## src/rtl/load_store_unit_if.sv

```systemverilog
// Handshake and memory-bus bundles for load_store_unit.
// lsu_req_if: core <-> LSU request/response; lsu_bus_if: LSU <-> data memory.
interface lsu_req_if;
  logic        req_valid;
  logic        req_ready;
  logic        req_write;
  logic [2:0]  req_funct3;
  logic [31:0] req_address;
  logic [31:0] req_store_data;
  logic        resp_valid;
  logic [31:0] resp_data;
  logic        resp_fault;

  modport master (
    output req_valid, req_write, req_funct3,
    output req_address, req_store_data,
    input  req_ready, resp_valid, resp_data, resp_fault
  );

  modport slave (
    input  req_valid, req_write, req_funct3,
    input  req_address, req_store_data,
    output req_ready, resp_valid, resp_data, resp_fault
  );
endinterface

interface lsu_bus_if;
  logic [31:0] bus_address;
  logic [31:0] bus_read_data;
  logic [31:0] bus_write_data;
  logic [3:0]  bus_byte_enable;
  logic        bus_read_enable;
  logic        bus_write_enable;

  modport master (
    output bus_address, bus_write_data, bus_byte_enable,
    output bus_read_enable, bus_write_enable,
    input  bus_read_data
  );

  modport slave (
    input  bus_address, bus_write_data, bus_byte_enable,
    input  bus_read_enable, bus_write_enable,
    output bus_read_data
  );
endinterface

```

## src/rtl/load_store_unit.sv

```systemverilog
// RV32I load/store unit: aligns, splits and merges accesses onto a word bus.
// Ports: clock, reset (sync, active-high), req (lsu_req_if.slave), bus (lsu_bus_if.master).
`ifndef DATA_BEGIN
`define DATA_BEGIN 32'h1000_0000
`endif
`ifndef DATA_END
`define DATA_END 32'h1000_FFFF
`endif

module load_store_unit #(
  parameter logic [31:0] DATA_BEGIN = `DATA_BEGIN,
  parameter logic [31:0] DATA_END   = `DATA_END
) (
  input  logic      clock,
  input  logic      reset,
  lsu_req_if.slave  req,
  lsu_bus_if.master bus
);

  typedef enum logic [1:0] {
    IDLE,
    ISSUE_LO,
    ISSUE_HI,
    RESP
  } state_t;

  state_t      r_state;
  logic        r_write;
  logic        r_fault;
  logic        r_split;
  logic [2:0]  r_f3;
  logic [1:0]  r_off;
  logic [31:0] r_hi_addr;
  logic [3:0]  r_hi_be;
  logic [31:0] r_hi_wdata;
  logic [31:0] r_lo_data;
  logic [31:0] r_addr;
  logic [3:0]  r_be;
  logic [31:0] r_wdata;
  logic        r_re;
  logic        r_we;

  logic [2:0]  w_size;
  logic [3:0]  w_smask;
  logic        w_legal;
  logic [32:0] w_last;
  logic        w_ovf;
  logic        w_oor;
  logic        w_fault;
  logic [1:0]  w_off;
  logic        w_split;
  logic [7:0]  w_mask8;
  logic [63:0] w_sdata64;
  logic [31:0] w_lo_addr;
  logic [31:0] w_lo_word;
  logic [31:0] w_hi_word;
  logic [63:0] w_shift64;
  logic [31:0] w_ld;
  logic        w_resp;

  // Request decode, only consumed on the accept edge.
  always_comb begin
    w_size  = 3'd4;
    w_smask = 4'b1111;
    unique case (req.req_funct3[1:0])
      2'b00: begin
        w_size  = 3'd1;
        w_smask = 4'b0001;
      end
      2'b01: begin
        w_size  = 3'd2;
        w_smask = 4'b0011;
      end
      default: begin
        w_size  = 3'd4;
        w_smask = 4'b1111;
      end
    endcase
  end

  always_comb begin
    w_legal = 1'b0;
    unique case (1'b1)
      req.req_write:
        w_legal = req.req_funct3 inside {3'd0, 3'd1, 3'd2};
      default:
        w_legal = req.req_funct3 inside
          {3'd0, 3'd1, 3'd2, 3'd4, 3'd5};
    endcase
  end

  // Address of the last byte, with a carry bit to catch wrap-around.
  assign w_last = {1'b0, req.req_address}
                + {30'd0, w_size} - 33'd1;
  assign w_ovf  = w_last[32];
  assign w_oor  = (req.req_address < DATA_BEGIN)
               || (w_last[31:0] > DATA_END);
  assign w_fault = !w_legal || w_ovf || w_oor;

  assign w_off     = req.req_address[1:0];
  assign w_split   = ({1'b0, w_off} + w_size) > 3'd4;
  assign w_mask8   = {4'b0000, w_smask} << w_off;
  assign w_sdata64 = {32'd0, req.req_store_data}
                   << {w_off, 3'b000};
  assign w_lo_addr = {req.req_address[31:2], 2'b00};

  // Load merge: low word captured earlier when split.
  assign w_lo_word = r_split ? r_lo_data : bus.bus_read_data;
  assign w_hi_word = r_split ? bus.bus_read_data : 32'd0;
  assign w_shift64 = {w_hi_word, w_lo_word} >> {r_off, 3'b000};

  always_comb begin
    w_ld = w_shift64[31:0];
    unique case (r_f3[1:0])
      2'b00:
        w_ld = {{24{~r_f3[2] & w_shift64[7]}},
                w_shift64[7:0]};
      2'b01:
        w_ld = {{16{~r_f3[2] & w_shift64[15]}},
                w_shift64[15:0]};
      default:
        w_ld = w_shift64[31:0];
    endcase
  end

  assign w_resp = (r_state == RESP);

  assign req.req_ready  = (r_state == IDLE);
  assign req.resp_valid = w_resp;
  assign req.resp_fault = w_resp && r_fault;
  assign req.resp_data  = (w_resp && !r_fault && !r_write)
                        ? w_ld : 32'd0;

  // Enables are forced low while reset is held so an
  // interrupted access cannot touch memory that cycle.
  assign bus.bus_address      = r_addr;
  assign bus.bus_byte_enable  = r_be;
  assign bus.bus_write_data   = r_wdata;
  assign bus.bus_read_enable  = r_re && !reset;
  assign bus.bus_write_enable = r_we && !reset;

  always_ff @(posedge clock) begin
    if (reset) begin
      r_state    <= IDLE;
      r_write    <= 1'b0;
      r_fault    <= 1'b0;
      r_split    <= 1'b0;
      r_f3       <= 3'd0;
      r_off      <= 2'd0;
      r_hi_addr  <= 32'd0;
      r_hi_be    <= 4'd0;
      r_hi_wdata <= 32'd0;
      r_lo_data  <= 32'd0;
      r_addr     <= 32'd0;
      r_be       <= 4'd0;
      r_wdata    <= 32'd0;
      r_re       <= 1'b0;
      r_we       <= 1'b0;
    end else begin
      unique case (r_state)
        IDLE: begin
          if (req.req_valid) begin
            r_write    <= req.req_write;
            r_f3       <= req.req_funct3;
            r_off      <= w_off;
            r_split    <= w_split;
            r_fault    <= w_fault;
            r_hi_addr  <= w_lo_addr + 32'd4;
            r_hi_be    <= w_mask8[7:4];
            r_hi_wdata <= w_sdata64[63:32];
            if (w_fault) begin
              r_state <= RESP;
            end else begin
              r_state <= ISSUE_LO;
              r_addr  <= w_lo_addr;
              r_be    <= w_mask8[3:0];
              r_wdata <= w_sdata64[31:0];
              r_we    <= req.req_write;
              r_re    <= !req.req_write;
            end
          end
        end
        ISSUE_LO: begin
          if (r_split) begin
            r_state <= ISSUE_HI;
            r_addr  <= r_hi_addr;
            r_be    <= r_hi_be;
            r_wdata <= r_hi_wdata;
          end else begin
            r_state <= RESP;
            r_be    <= 4'd0;
            r_wdata <= 32'd0;
            r_we    <= 1'b0;
          end
        end
        ISSUE_HI: begin
          r_lo_data <= bus.bus_read_data;
          r_state   <= RESP;
          r_be      <= 4'd0;
          r_wdata   <= 32'd0;
          r_we      <= 1'b0;
        end
        RESP: begin
          r_state <= IDLE;
          r_addr  <= 32'd0;
          r_re    <= 1'b0;
        end
      endcase
    end
  end

endmodule

```

## src/flat_wrapper.sv

```systemverilog
// flat-port wrapper written by rule: the top's interface ports become plain ports
module load_store_unit_flat 
#(
  parameter logic [31:0] DATA_BEGIN = `DATA_BEGIN,
  parameter logic [31:0] DATA_END   = `DATA_END
)
  (clock, reset, req_req_valid, req_req_write, req_req_funct3, req_req_address, req_req_store_data, req_req_ready, req_resp_valid, req_resp_data, req_resp_fault, bus_bus_address, bus_bus_write_data, bus_bus_byte_enable, bus_bus_read_enable, bus_bus_write_enable, bus_bus_read_data);
  lsu_req_if req_i ();
  lsu_bus_if bus_i ();
  input  logic clock;
  input  logic reset;
  input wire logic [$bits(req_i.req_valid)-1:0] req_req_valid;
  input wire logic [$bits(req_i.req_write)-1:0] req_req_write;
  input wire logic [$bits(req_i.req_funct3)-1:0] req_req_funct3;
  input wire logic [$bits(req_i.req_address)-1:0] req_req_address;
  input wire logic [$bits(req_i.req_store_data)-1:0] req_req_store_data;
  output wire logic [$bits(req_i.req_ready)-1:0] req_req_ready;
  output wire logic [$bits(req_i.resp_valid)-1:0] req_resp_valid;
  output wire logic [$bits(req_i.resp_data)-1:0] req_resp_data;
  output wire logic [$bits(req_i.resp_fault)-1:0] req_resp_fault;
  output wire logic [$bits(bus_i.bus_address)-1:0] bus_bus_address;
  output wire logic [$bits(bus_i.bus_write_data)-1:0] bus_bus_write_data;
  output wire logic [$bits(bus_i.bus_byte_enable)-1:0] bus_bus_byte_enable;
  output wire logic [$bits(bus_i.bus_read_enable)-1:0] bus_bus_read_enable;
  output wire logic [$bits(bus_i.bus_write_enable)-1:0] bus_bus_write_enable;
  input wire logic [$bits(bus_i.bus_read_data)-1:0] bus_bus_read_data;
  assign req_i.req_valid = req_req_valid;
  assign req_i.req_write = req_req_write;
  assign req_i.req_funct3 = req_req_funct3;
  assign req_i.req_address = req_req_address;
  assign req_i.req_store_data = req_req_store_data;
  assign req_req_ready = req_i.req_ready;
  assign req_resp_valid = req_i.resp_valid;
  assign req_resp_data = req_i.resp_data;
  assign req_resp_fault = req_i.resp_fault;
  assign bus_bus_address = bus_i.bus_address;
  assign bus_bus_write_data = bus_i.bus_write_data;
  assign bus_bus_byte_enable = bus_i.bus_byte_enable;
  assign bus_bus_read_enable = bus_i.bus_read_enable;
  assign bus_bus_write_enable = bus_i.bus_write_enable;
  assign bus_i.bus_read_data = bus_bus_read_data;
  load_store_unit #(.DATA_BEGIN(DATA_BEGIN), .DATA_END(DATA_END)) u_core (.clock(clock), .reset(reset), .req(req_i), .bus(bus_i));
endmodule
```

## config.mk

```make
export PLATFORM = sky130hd
export DESIGN_NAME = load_store_unit_flat
export DESIGN_NICKNAME = d
export VERILOG_FILES = /design/src/rtl/load_store_unit_if.sv /design/src/rtl/load_store_unit.sv /design/src/flat_wrapper.sv
export SDC_FILE = /design/constraint.sdc
export NUM_CORES = 1
export LEC_CHECK = 0
export ABC_AREA = 1
export BUFFER_PORTS_ARGS = -buffer_cell sky130_fd_sc_hd__buf_4
export CAP_MARGIN = 20
export CELL_PAD_IN_SITES_DETAIL_PLACEMENT = 1
export CELL_PAD_IN_SITES_GLOBAL_PLACEMENT = 1
export CORE_MARGIN = 10
export CORE_UTILIZATION = 30
export DETAILED_ROUTE_END_ITERATION = 10
export PLACE_DENSITY = 0.66
export SETUP_SLACK_MARGIN = 0.1
export SLEW_MARGIN = 30
export SYNTH_ARGS = -nofsm -noshare
export SYNTH_HDL_FRONTEND = slang
export SYNTH_SLANG_ARGS = --single-unit
```

## constraint.sdc

```tcl
create_clock -name clock -period 4.9 [get_ports clock]
set_input_delay 0.245 -clock clock [delete_from_list [all_inputs] [get_ports clock]]
set_output_delay 0.245 -clock clock [all_outputs]
set_load 0.05 [all_outputs]
```

==> Yosys cells after proc, flatten, opt, wreduce, memory -nomap -nowiden <==
Index checks and enable logic that the tools add are counted.
{ "totals": {"regBits": 180, "latch_bits": 0, "ramBits": 0, "mem_bits_ro": 0, "input_bits": 103, "out_inout_bits": 105, "word_cells": 98, "n_memories": 0} }
{ "classes": {"n_addsub": 4, "mul": 0, "div": 0, "magnitude_cmp": 3, "eq_ne": 13, "shifts": 3, "n_mux": 30, "bitwise": 3, "reduce_logical": 27} }
{ "op_table": {"columns": ["operator", "n"], "rows": [
  ["2-to-1 mux 32 bit", 9],
  ["case mux 32 bit (3 select lines)", 2],
  ["case mux 32 bit (2 select lines)", 1],
  ["<< shifter 32 x 5 -> 64 bit", 1],
  [">> shifter 64 x 5 -> 32 bit", 1],
  ["adder 32 x 3 -> 33 bit", 1],
  ["subtractor 33 x 1 -> 33 bit, second input constant", 1],
  ["adder 32 x 3 -> 32 bit, second input constant", 1],
  ["greater-than comparator 32 x 29 -> 1 bit, second input constant", 1],
  ["< comparator 32 x 29 -> 1 bit, second input constant", 1],
  ["2-to-1 mux 4 bit", 3],
  ["case mux 4 bit (3 select lines)", 1],
  ["nonzero test 3 bit", 3],
  ["case mux 2 bit (4 select lines)", 1],
  ["case mux 4 bit (2 select lines)", 1],
  ["AND reduction 4 bit", 2],
  ["<< shifter 4 x 2 -> 8 bit", 1],
  ["2-to-1 mux 1 bit", 7],
  ["== test 2 x 1 -> 1 bit, second input constant", 3],
  ["== test 3 bit, second input constant", 2],
  ["logical NOT 2 bit", 3],
  ["!= test 2 bit, second input constant", 3],
  ["case mux 3 bit (2 select lines)", 1],
  ["AND reduction 3 bit", 2],
  ["18 further kinds", 31]
]} }

==> Depth between registers and ports, before layout <==
Gate-level depths: netlist of the first run.
{ "depth": {"depth_word": 10, "depth_mapped": 26} }

==> Worst setup path after synthesis of the first run <==
No wires, ideal clock.
{ "synth_path": {"path_type": "input to register", "from": "in req_req_address[1]", "to": "reg u_core.r_addr[30], in the netlist u_core.bus.bus_address[30]", "setup_ns": 0.064, "t_arrival_ns": 2.985, "slack_ns": 1.850, "stages": 22, "path_cell_list": "inv_1 > clkbuf_1 > ha_1 > inv_1 > ha_1 > fa_1 > nand3_1 > nand3_1 > nand2_1 > nand2_1 > nand2_1 > nand3_1 > a21oi_1 > or2_0 > nand3b_1 > nor2_1 > nand3_2 > nand2_4 > buf_8 > buf_8 > a21oi_1 > nor2_1"} }
{ "synth_between": {"elab_chain_cells": 7} }
{ "synth_rtl": {"columns": ["item", "line", "source"], "rows": [
  ["start, declared", "flat_wrapper.sv:15", "input wire logic [$bits(req_i.req_address)-1:0] req_req_address;"],
  ["adder 32 x 3 -> 33 bit", "load_store_unit.sv:94", "+ {30'd0, w_size} - 33'd1;"],
  ["subtractor 33 x 1 -> 33 bit", "load_store_unit.sv:94", null],
  ["greater-than comparator 32 x 29 -> 1 bit", "load_store_unit.sv:97", "|| (w_last[31:0] > DATA_END);"],
  ["logical OR 1 bit", "load_store_unit.sv:97", null],
  ["logical OR 1 bit (*)", "load_store_unit.sv:98", "assign w_fault = !w_legal || w_ovf || w_oor;"],
  ["!= test 2 bit (no source line) (*)", null, null],
  ["AND reduction 4 bit (no source line) (*)", null, null],
  ["end signal, assigned", "load_store_unit.sv:175", "r_addr <= w_lo_addr;"],
  ["end signal, assigned", "load_store_unit.sv:186", "r_addr <= r_hi_addr;"],
  ["end, declared", "load_store_unit.sv:37", "logic [31:0] r_addr;"]
]} }
Mark *: on every way between the ends. The rest lies on a longest branch, timed or not.
A chain may end at the register's enable or synchronous reset.

==> Worst setup path after layout of the first run <==
{ "layout_path": {"from": "reg u_core.r_split", "to": "out req_resp_data[30]"} }
{ "layout_between": {"elab_chain_cells": 5} }
{ "layout_rtl": {"columns": ["item", "line", "source"], "rows": [
  ["start, declared", "load_store_unit.sv:30", "logic r_split;"],
  ["start signal, assigned", "load_store_unit.sv:166", "r_split <= w_split;"],
  ["2-to-1 mux 32 bit, on equally long branches", "load_store_unit.sv:108, load_store_unit.sv:109", null],
  [">> shifter 64 x 5 -> 32 bit (*)", "load_store_unit.sv:110", "assign w_shift64 = {w_hi_word, w_lo_word} >> {r_off, 3'b000};"],
  ["bitwise AND 1 bit, on equally long branches", "load_store_unit.sv:119, load_store_unit.sv:116", null],
  ["case mux 32 bit (2 select lines) (*)", "load_store_unit.sv:114", "unique case (r_f3[1:0])"],
  ["2-to-1 mux 32 bit (*)", "load_store_unit.sv:132", "? w_ld : 32'd0;"],
  ["end, declared", "flat_wrapper.sv:19", "output wire logic [$bits(req_i.resp_data)-1:0] req_resp_data;"]
]} }
Marked as above.

==> results of run 1 <==
==> worst max path at each step <==
stage / end / slack, ns
4_1_cts: req_resp_data[30] / 0.80
5_1_grt: req_resp_data[30] / 0.45
6_report: req_resp_data[30] / 0.85
3_3_place_gp: u_core.bus.bus_address[6] / 1.09
3_5_place_dp: u_core.bus.bus_address[3] / 0.92
2_1_floorplan: u_core.bus.bus_address[30] / 1.85
==> where the power goes <==
part / internal [mW] / leakage [nW] / switching [mW]
sequential: 1.78 / 1.38 / 0.265
clock: 0.687 / 0.279 / 0.683
combinational: 1.46 / 5.55 / 3.34
total: 3.93 / 7.20 / 4.29
==> cell usage in the layout, fill, tap and decap left out, types with 3 or more instances in the layout <==
cell type / count
inv_8: 5
o211ai_1: 9
o21ai_0: 154
a2bb2oi_1: 7
nor2_2: 3
o21bai_1: 4
o221a_2: 8
inv_1: 224
a22oi_1: 38
nand3b_1: 7
clkbuf_16: 17
a21oi_2: 19
ha_1: 70
nand2_1: 410
xor2_1: 19
nor2_1: 279
nand4_1: 11
nand2_2: 3
dfxtp_1: 166
and2_1: 3
o31ai_1: 3
a21oi_1: 129
mux2i_1: 32
inv_2: 6
xnor2_1: 5
buf_4: 222
o221ai_1: 8
a221oi_1: 9
clkinv_4: 4
a31oi_1: 3
o22ai_1: 20
nand3_1: 112
nor3_1: 12
clkinv_1: 5
==> cell usage after synthesis (all sizes together) (19+ instances only) <==
| master | n | area, um^2 |
|---|---|---|
| a22oi | 38 | 285.3 |
| nand3 | 113 | 570.6 |
| ha | 70 | 875.8 |
| nand2 | 414 | 1567 |
| o22ai | 20 | 125.1 |
| a21oi | 149 | 817.0 |
| dfxtp | 167 | 3343 |
| inv | 232 | 870.8 |
| clkbuf | 81 | 304.0 |
| xor2 | 19 | 166.4 |
| o21ai | 156 | 780.8 |
| nor2 | 283 | 1070 |
| buf | 30 | 193.9 |
| mux2i | 32 | 320.3 |
==> flip-flops by register name, indices dropped and copies added (netlist names) <==
signal,flops
u_core.bus.bus_write_data,32
u_core.r_lo_data,32
u_core.bus.bus_address,30
u_core.r_hi_addr,30
u_core.r_hi_wdata,24
u_core.bus.bus_byte_enable,4
u_core.r_f3,3
u_core.r_hi_be,3
u_core.r_off,2
u_core.r_state,2
u_core.r_fault,1
u_core.r_re,1
u_core.r_split,1
u_core.r_we,1
u_core.r_write,1
==> cell families after synthesis <==
kind of cell / share of synthesized area
buf+inv: 0.1143
flops: 0.2762
compound gates: 0.2043
fa+ha+maj: 0.07567
other cells: 0.0003098
xor+xnor: 0.01737
simple gates: 0.2854
mux: 0.02646
==> through the flow <==
stage          utilization  hold slack, ns  cell area (um^2)
5_1_grt             0.3666         0.01869             14600
6_report            0.3666         0.02636             14600
4_1_cts             0.3666        0.006302             14600
3_5_place_dp        0.3522          0.4689             14020
3_3_place_gp        0.3514          0.4584             13990
2_1_floorplan            -          0.3349             12110
==> critical path: stages (launching register included) <==
cell and delay, ns:
dfxtp_2 0.70, inv_2 0.35, nand2_1 0.15, nand2_1 0.07
o21ai_0 0.26, nand2_1 0.09, nand2_1 0.11, nor2_1 0.05
nand2_1 0.32, o311ai_0 0.25, nand2_1 0.48, inv_1 0.11
o21ai_0 0.11, inv_1 0.10, buf_4 0.20
==> final cells by class <==
cell class	instances	area, um^2
Multi-Input combinational cell	1396	7402
Clock buffer	18	439.2
Clock inverter	14	136.4
Sequential cell	167	3344
Fill cell	5194	25220
Tap cell	525	656.9
Timing Repair Buffer	225	1734
Inverter	236	887.1
==> metal layers <==
metal,up-vias,global-route usage,share of wire
met5,-,0,0
met4,0,0.04998,0.017
met3,39,0.02294,0.029
met2,210,0.3211,0.48
met1,6200,0.2424,0.47
li1,6482,-,-
==> results.yml, run 1 <==
die:
  initial_core_util: 0.3039
  die_height_um: 220.9
  dieArea_um2: 48780
  die_width_um: 220.9
  rows: 73
  coreArea_um2: 39820
  io_pins: 208
clock_tree:
  htreeDepth: 4
  cts_root_buffer: "clkbuf_16"
  cts.clk_slew.worst_paths_ns: 0.08
  cts_tree: "built"
  numCtsBuffers: 17
  cts_setup_buffers: 0
  cts_sinks: 167
  cts_buffer_depth: 2
  clock_latency_ns: 0.46
  cts_resized: 0
  cts_hold_buf: 0
final_layout:
  antenna_cells: 0
  drive_gt1_frac: 0.1488
  final_cells: 2581
  layout.nets: 2218
  syn2layout_area_growth_pct: 20.62
worst_setup_path:
  worstPathMaxFanout: 24
  critPathLaunch: "u_core.r_split"
  critical_path_arrival_ns: 3.80
  r2r_end: "u_core.r_hi_wdata[9]"
  rrSetupSlack_ns: 1.66
  rr_worst_depth: 8
  cp-start-kind: "flop"
  critPathCaptureType: "output port"
  critPathKind: "flop to output port"
  worstReg2RegStart: "u_core.r_state[0]"
  critical_path_required_ns: 4.66
job:
  maxCapViolCount: 0
logic_synthesis:
  synth_flop_cell: "dfxtp_1"
  syn_area_um2: 12100
  synth_cells: 1909
  synth_cell_types: 47
  syn_area_per_cell_um2: 6.341
  synth_seq_area_share: 0.2762
  async_reset_ff_frac: 0
  synth_seq_cells: 167
  synth-edff-count: 0
  ys_warn_count: 0
timing:
  setup_ws_ns: 0.8525
  worst_pin_slew_ns: 0.8612
  hold_violations: 0
  tns_ns: 0
  rsz0062_at_grt: "no"
  setup_viol: 0
  fin_crit_ns: 4.048
  drv_slew: 0
  max_slew_margin: 0.4223
  timing.fmax_ghz: 0.2471
  skew_ns: 0.01263
  finalCritPeriodShare: 0.8260
drt:
  drc: 0
  wl_per_cell_um: 18.31
  routed_wl_um: 47260
  dr.pass1.iters: 5
  num_vias: 12930
  drt_iter0_drc: 602
  drt-vias-per-instance: 5.010
  postRouteAntennaNets: 0
place:
  hpwl_um: 35890
  dp_cells: 2549
  dp_slack_ns: 0.9225
  place.port_buffers: 205
  gp_congestion: 0.8499
power_and_ir_drop:
  power.density_nw_per_um2: 563.0
  power_mw: 8.219
  power_leakage_nw: 7.202
  peakVddDrop_mv: 0.2348
global_route:
  first_global_vias: 13440
  overflow: 0
  groute.usage.overall: 0.1874
  grt_max_degree: 65
  grt_pass1_wl_um: 75200
  antenna_found_initial: 1
hold_path:
  hp-start: "bus_bus_read_data[27]"
  hold_path_class: "input port to flop"
  hold_path_depth: 3
  holdPathEnd: "u_core.r_lo_data[27]"
run_status:
  status: "completed"
(Power assumes the default switching activity.)
==> run 2: changes to the inputs <==
==> constraint.sdc (replaced) <==
create_clock -name clock -period 4.1 [get_ports clock]
set_input_delay 0.205 -clock clock [delete_from_list [all_inputs] [get_ports clock]]
set_output_delay 0.205 -clock clock [all_outputs]
set_load 0.05 [all_outputs]
==> results.yml, run 2 (synthesis results as in run 1) <==
worst_setup_path:
  cp.buffers_inverters: 4
  cp-start-kind: "flop"
  crit_family: "simple AND/OR/NAND/NOR gates"
  worstReg2RegStart: "u_core.r_state[0]"
  crit_chain: "inv_2 -> nand2_1 -> nand2_1 -> o21ai_0 -> nand2_1 -> nand2_1 -> nor2_1 -> nand2_1 -> o311ai_0 -> nand2_2 -> inv_1 -> o21ai_0 -> inv_1 -> buf_4"
  critPathLaunch: "u_core.r_split"
  slowest_stage: "dfxtp_2"
  critPathCaptureType: "output port"
  critical_path_arrival_ns: 3.49
  cp_common_cell: "nand2_1"
  critPathKind: "flop to output port"
  worstPathMaxFanout: 19
  max_stage_delay_ns: 0.58
  critical_path_required_ns: 3.89
global_route:
  antenna_found_initial: 0
  grt_pass1_wl_um: 76010
  overflow: 0
  groute.usage.overall: 0.1888
  grt_max_degree: 91
  first_global_vias: 13430
timing:
  drv_slew: 0
  tns_ns: 0
  fin_crit_ns: 3.691
  timing.fmax_ghz: 0.2709
  max_slew_margin: 0.4177
  setup_viol: 0
  finalCritPeriodShare: 0.9002
  hold_violations: 0
  holdWs_ns: 0.03474
  worst_pin_slew_ns: 0.8704
  skew_ns: 0.01761
  rsz0062_at_grt: "no"
place:
  dp_cells: 2554
  hpwl_um: 36000
  place.port_buffers: 205
  gp_congestion: 0.8546
final_layout:
  utilization: 0.3735
  layout.nets: 2247
  layout_common_cells: "409 x nand2_1, 279 x nor2_1, 227 x buf_4"
  final_cells: 2610
  mostFrequentLayoutCell: "nand2_1"
  antenna_cells: 0
  syn2layout_area_growth_pct: 22.89
  drive_gt1_frac: 0.1501
die:
  dieArea_um2: 48780
  initial_core_util: 0.3039
  coreArea_um2: 39820
  io_pins: 208
  die_width_um: 220.9
  die_height_um: 220.9
  rows: 73
drt:
  num_vias: 13050
  drt-vias-per-instance: 5.000
  wl_per_cell_um: 18.25
  dr.pass1.iters: 5
  postRouteAntennaNets: 0
  drc: 0
  routed_wl_um: 47630
  drt_iter0_drc: 770
clock_tree:
  cts_setup_buffers: 0
  cts_root_buffer: "clkbuf_16"
  cts_buffer_depth: 2
  htreeDepth: 4
  cts_sinks: 167
  cts_tree: "built"
  cts.clk_slew.worst_paths_ns: 0.07
  clock_latency_ns: 0.47
  numCtsBuffers: 17
power_and_ir_drop:
  peakVddDrop_mv: 0.3117
  power_leakage_nw: 7.331
  power_mw: 9.855
  power.density_nw_per_um2: 662.5
hold_path:
  hp-start: "bus_bus_read_data[15]"
  hold_path_class: "input port to flop"
run_status:
  status: "completed"
job:
  maxCapViolCount: 0
[run 2: cell types whose count changed in the layout (fill, tap and decap cells not counted), sizes merged]
cell and delta:
dlygate4sd3 +24, buf +5, inv +5, clkinv -3, clkbuf -1, clkinvlp -1
[run 2: worst register-to-register path, delay by kind of cell (launching register included)]
kind,cells,cell delay (ns)
adders and majority gates,1,0.35
buffers and inverters,5,1.06
AOI/OAI and AO/OA,2,0.39
and+or+nand+nor,1,0.49
DFF,1,0.36
[run 2: per-layer routing]
layer	up-vias	wire length, um	share of wire	GRT usage
met3	31	1425	0.030	0.02702
met5	-	0	0	0
li1	6534	-	-	-
met2	202	23180	0.49	0.3250
met4	0	640	0.013	0.04447
met1	6284	22390	0.47	0.2427
[run 2: area by class of cell]
cell class | count | area, um^2
Fill cell | 5164 | 24950
Multi-Input combinational cell | 1396 | 7405
Sequential cell | 167 | 3344
Timing Repair Buffer | 254 | 1999
Inverter | 236 | 887.1
Tap cell | 525 | 656.9
Clock buffer | 17 | 425.4
Clock inverter | 15 | 156.4
[run 2: path summary, 6_finish.rpt]
path | to | slack (ns) | depth (start not counted)
setup / recovery | req_resp_data[22] | 0.41 | 14
hold / removal | u_core.r_lo_data[15] | 0.03 | 3
setup reg to reg | u_core.r_hi_addr[22] | 1.34 | 9
hold reg to reg | u_core.r_hi_be[1] | 0.48 | 2
[run 2: stage by stage]
step	worst slack, ns	area, um^2
4_1_cts	0.1892	14870
3_5_place_dp	0.5020	14040
5_1_grt	0.1180	14870
3_3_place_gp	0.6201	14040
6_report	0.4091	14870
2_1_floorplan	1.090	12110
[run 2: report_power, final]
| part | total (mW) | leakage [nW] | internal, mW | switching, mW |
|---|---|---|---|---|
| Combinational | 5.76 | 5.67 | 1.76 | 4.01 |
| Sequential | 2.44 | 1.38 | 2.13 | 0.310 |
| Clock | 1.65 | 0.285 | 0.816 | 0.834 |
[run 2: what timing repair did]
action / CTS / global route
hold buffers: 24 / 0
hold endpoints to repair: 24 / 0
setup endpoints to repair: 1 / 16
pin swaps: 0 / 0
gates resized for setup: 1 / 3
==> run 3: changes to the inputs <==
--- a/config.mk
+++ b/config.mk
@@ -15,7 +15,7 @@
 export DETAILED_ROUTE_END_ITERATION = 10
 export PLACE_DENSITY = 0.66
 export SETUP_SLACK_MARGIN = 0.1
-export SLEW_MARGIN = 30
+export SLEW_MARGIN = 20
 export SYNTH_ARGS = -nofsm -noshare
 export SYNTH_HDL_FRONTEND = slang
 export SYNTH_SLANG_ARGS = --single-unit
==> constraint.sdc (replaced) <==
create_clock -name clock -period 3.9 [get_ports clock]
set_input_delay 0.195 -clock clock [delete_from_list [all_inputs] [get_ports clock]]
set_output_delay 0.195 -clock clock [all_outputs]
set_load 0.05 [all_outputs]
==> results.yml, run 3 (synthesis results as in run 1) <==
run_status:
  status: "completed"
global_route:
  antenna_found_initial: 1
  grt_max_degree: 77
  groute.usage.overall: 0.1880
  first_global_vias: 13390
  grt_pass1_wl_um: 75360
  overflow: 0
die:
  io_pins: 208
  initial_core_util: 0.3039
  die_width_um: 220.9
  die_height_um: 220.9
  coreArea_um2: 39820
  rows: 73
  dieArea_um2: 48780
place:
  place.port_buffers: 205
  gp_congestion: 0.8469
  dp_cells: 2554
  hpwl_um: 35670
drt:
  wl_met1_um: 22550
  routed_wl_um: 47560
  drt-vias-per-instance: 5.033
  wl_per_cell_um: 18.23
  drt_iter0_drc: 713
  dr.pass1.iters: 5
  postRouteAntennaNets: 0
  routed.top_layer: "met4"
  drc: 0
  num_vias: 13130
  met2_length_um: 23090
  dr_wl_met3_um: 1196
worst_setup_path:
  critical_path_required_ns: 4.25
  cp-start-kind: "input port"
  worstPathMaxFanout: 14
  crit_chain: "dlygate4sd3_1 -> buf_4 -> inv_1 -> ha_1 -> inv_1 -> ha_1 -> or2_1 -> nand3_1 -> nand2_1 -> nand2_1 -> nand3_1 -> nand2_1 -> nand2_1 -> nor2_1 -> nand3_1 -> nor2_1 -> nand2_1 -> nand2_1 -> nand3_2 -> nand2_4 -> buf_4 -> nand3_1 -> nand2_1 -> nor2_1"
  cp_common_cell: "nand2_1"
  slowest_stage: "dlygate4sd3_1"
  critPathKind: "input port to flop"
  max_stage_delay_ns: 0.54
  critPathCaptureType: "flop"
  critical_path_arrival_ns: 3.72
  crit_family: "simple AND/OR/NAND/NOR gates"
  cp.buffers_inverters: 5
clock_tree:
  cts_sinks: 167
  clock_latency_ns: 0.46
  htreeDepth: 4
  numCtsBuffers: 17
  cts_buffer_depth: 2
  cts_setup_buffers: 0
  cts_tree: "built"
  cts_root_buffer: "clkbuf_16"
  cts.clk_slew.worst_paths_ns: 0.07
timing:
  hold_violations: 0
  fin_crit_ns: 3.375
  setup_viol: 0
  tns_ns: 0
  timing.fmax_ghz: 0.2963
  skew_ns: 0.01151
  drv_slew: 0
  max_slew_margin: 0.3727
  finalCritPeriodShare: 0.8653
  rsz0062_at_grt: "no"
  worst_pin_slew_ns: 0.9352
final_layout:
  drive_gt1_frac: 0.1488
  layout.nets: 2246
  syn2layout_area_growth_pct: 23.43
  mostFrequentLayoutCell: "nand2_1"
  layout_common_cells: "409 x nand2_1, 279 x nor2_1, 225 x inv_1"
  final_cells: 2609
hold_path:
  hold_path_class: "input port to flop"
power_and_ir_drop:
  peakVddDrop_mv: 0.2859
  power.density_nw_per_um2: 707.4
  power_leakage_nw: 7.349
job:
  maxCapViolCount: 0
-- run 3: timing repair --
| item | 4_1_cts | 5_1_grt |
|---|---|---|
| gates resized for setup | 1 | 3 |
| hold buffers | 23 | 0 |
| endpoints found under the hold margin | 23 | 0 |
| pin swaps | 0 | 0 |
| setup endpoints to repair | 2 | 4 |
-- run 3: cell type report --
type | instances | area, um^2
antenna | 1 | 2.502
clock buffer | 19 | 442.9
clock inverter | 12 | 165.2
fill | 5190 | 24880
inverter | 236 | 889.6
multi-input combinational | 1396 | 7405
sequential | 167 | 3347
tap | 525 | 656.9
timing repair buffer | 253 | 2032
-- run 3: worst paths after layout --
path / slack [ns] / from / depth (start not counted) / endpoint
setup / recovery: 0.53 / req_req_address[2] / 24 / u_core.bus.bus_write_data[25]
hold / removal: 0.02 / bus_bus_read_data[3] / 3 / u_core.r_lo_data[3]
setup reg to reg: 1.08 / u_core.r_state[0] / 9 / u_core.bus.bus_write_data[23]
hold reg to reg: 0.48 / u_core.r_f3[0] / 2 / u_core.r_f3[0]
-- run 3: worst min-delay path, cell delays in order --
cell and delay [ns]:
buf_4 0.11, nor2_1 0.05, nor2_1 0.08
-- run 3: stage by stage --
step                hold WS [ns]  cell area, um^2  worst slack [ns]  power (mW)  utilization
global route            0.008931            14940            0.2407       11.39       0.3752
CTS                     0.001562            14930            0.1919       10.67       0.3750
finish                   0.01724            14940            0.5253       10.57       0.3752
floorplan                 0.2849            12110            0.9002       6.923            -
detailed placement        0.4430            14090            0.3012       8.790       0.3539
global placement          0.4348            14090            0.4651       8.632       0.3539
-- run 3: layer usage --
layer	track usage	vias to the layer above
li1	-	6536
met1	0.2422	6341
met2	0.3228	216
met3	0.02333	38
met4	0.05042	0
met5	0	-
-- run 3: power breakdown --
part	leakage [nW]	total [mW]	switching [mW]	internal, mW
Sequential	1.38	2.58	0.336	2.24
Combinational	5.68	6.15	4.22	1.94
Clock	0.293	1.84	0.804	1.03
Total	7.35	10.6	5.36	5.21
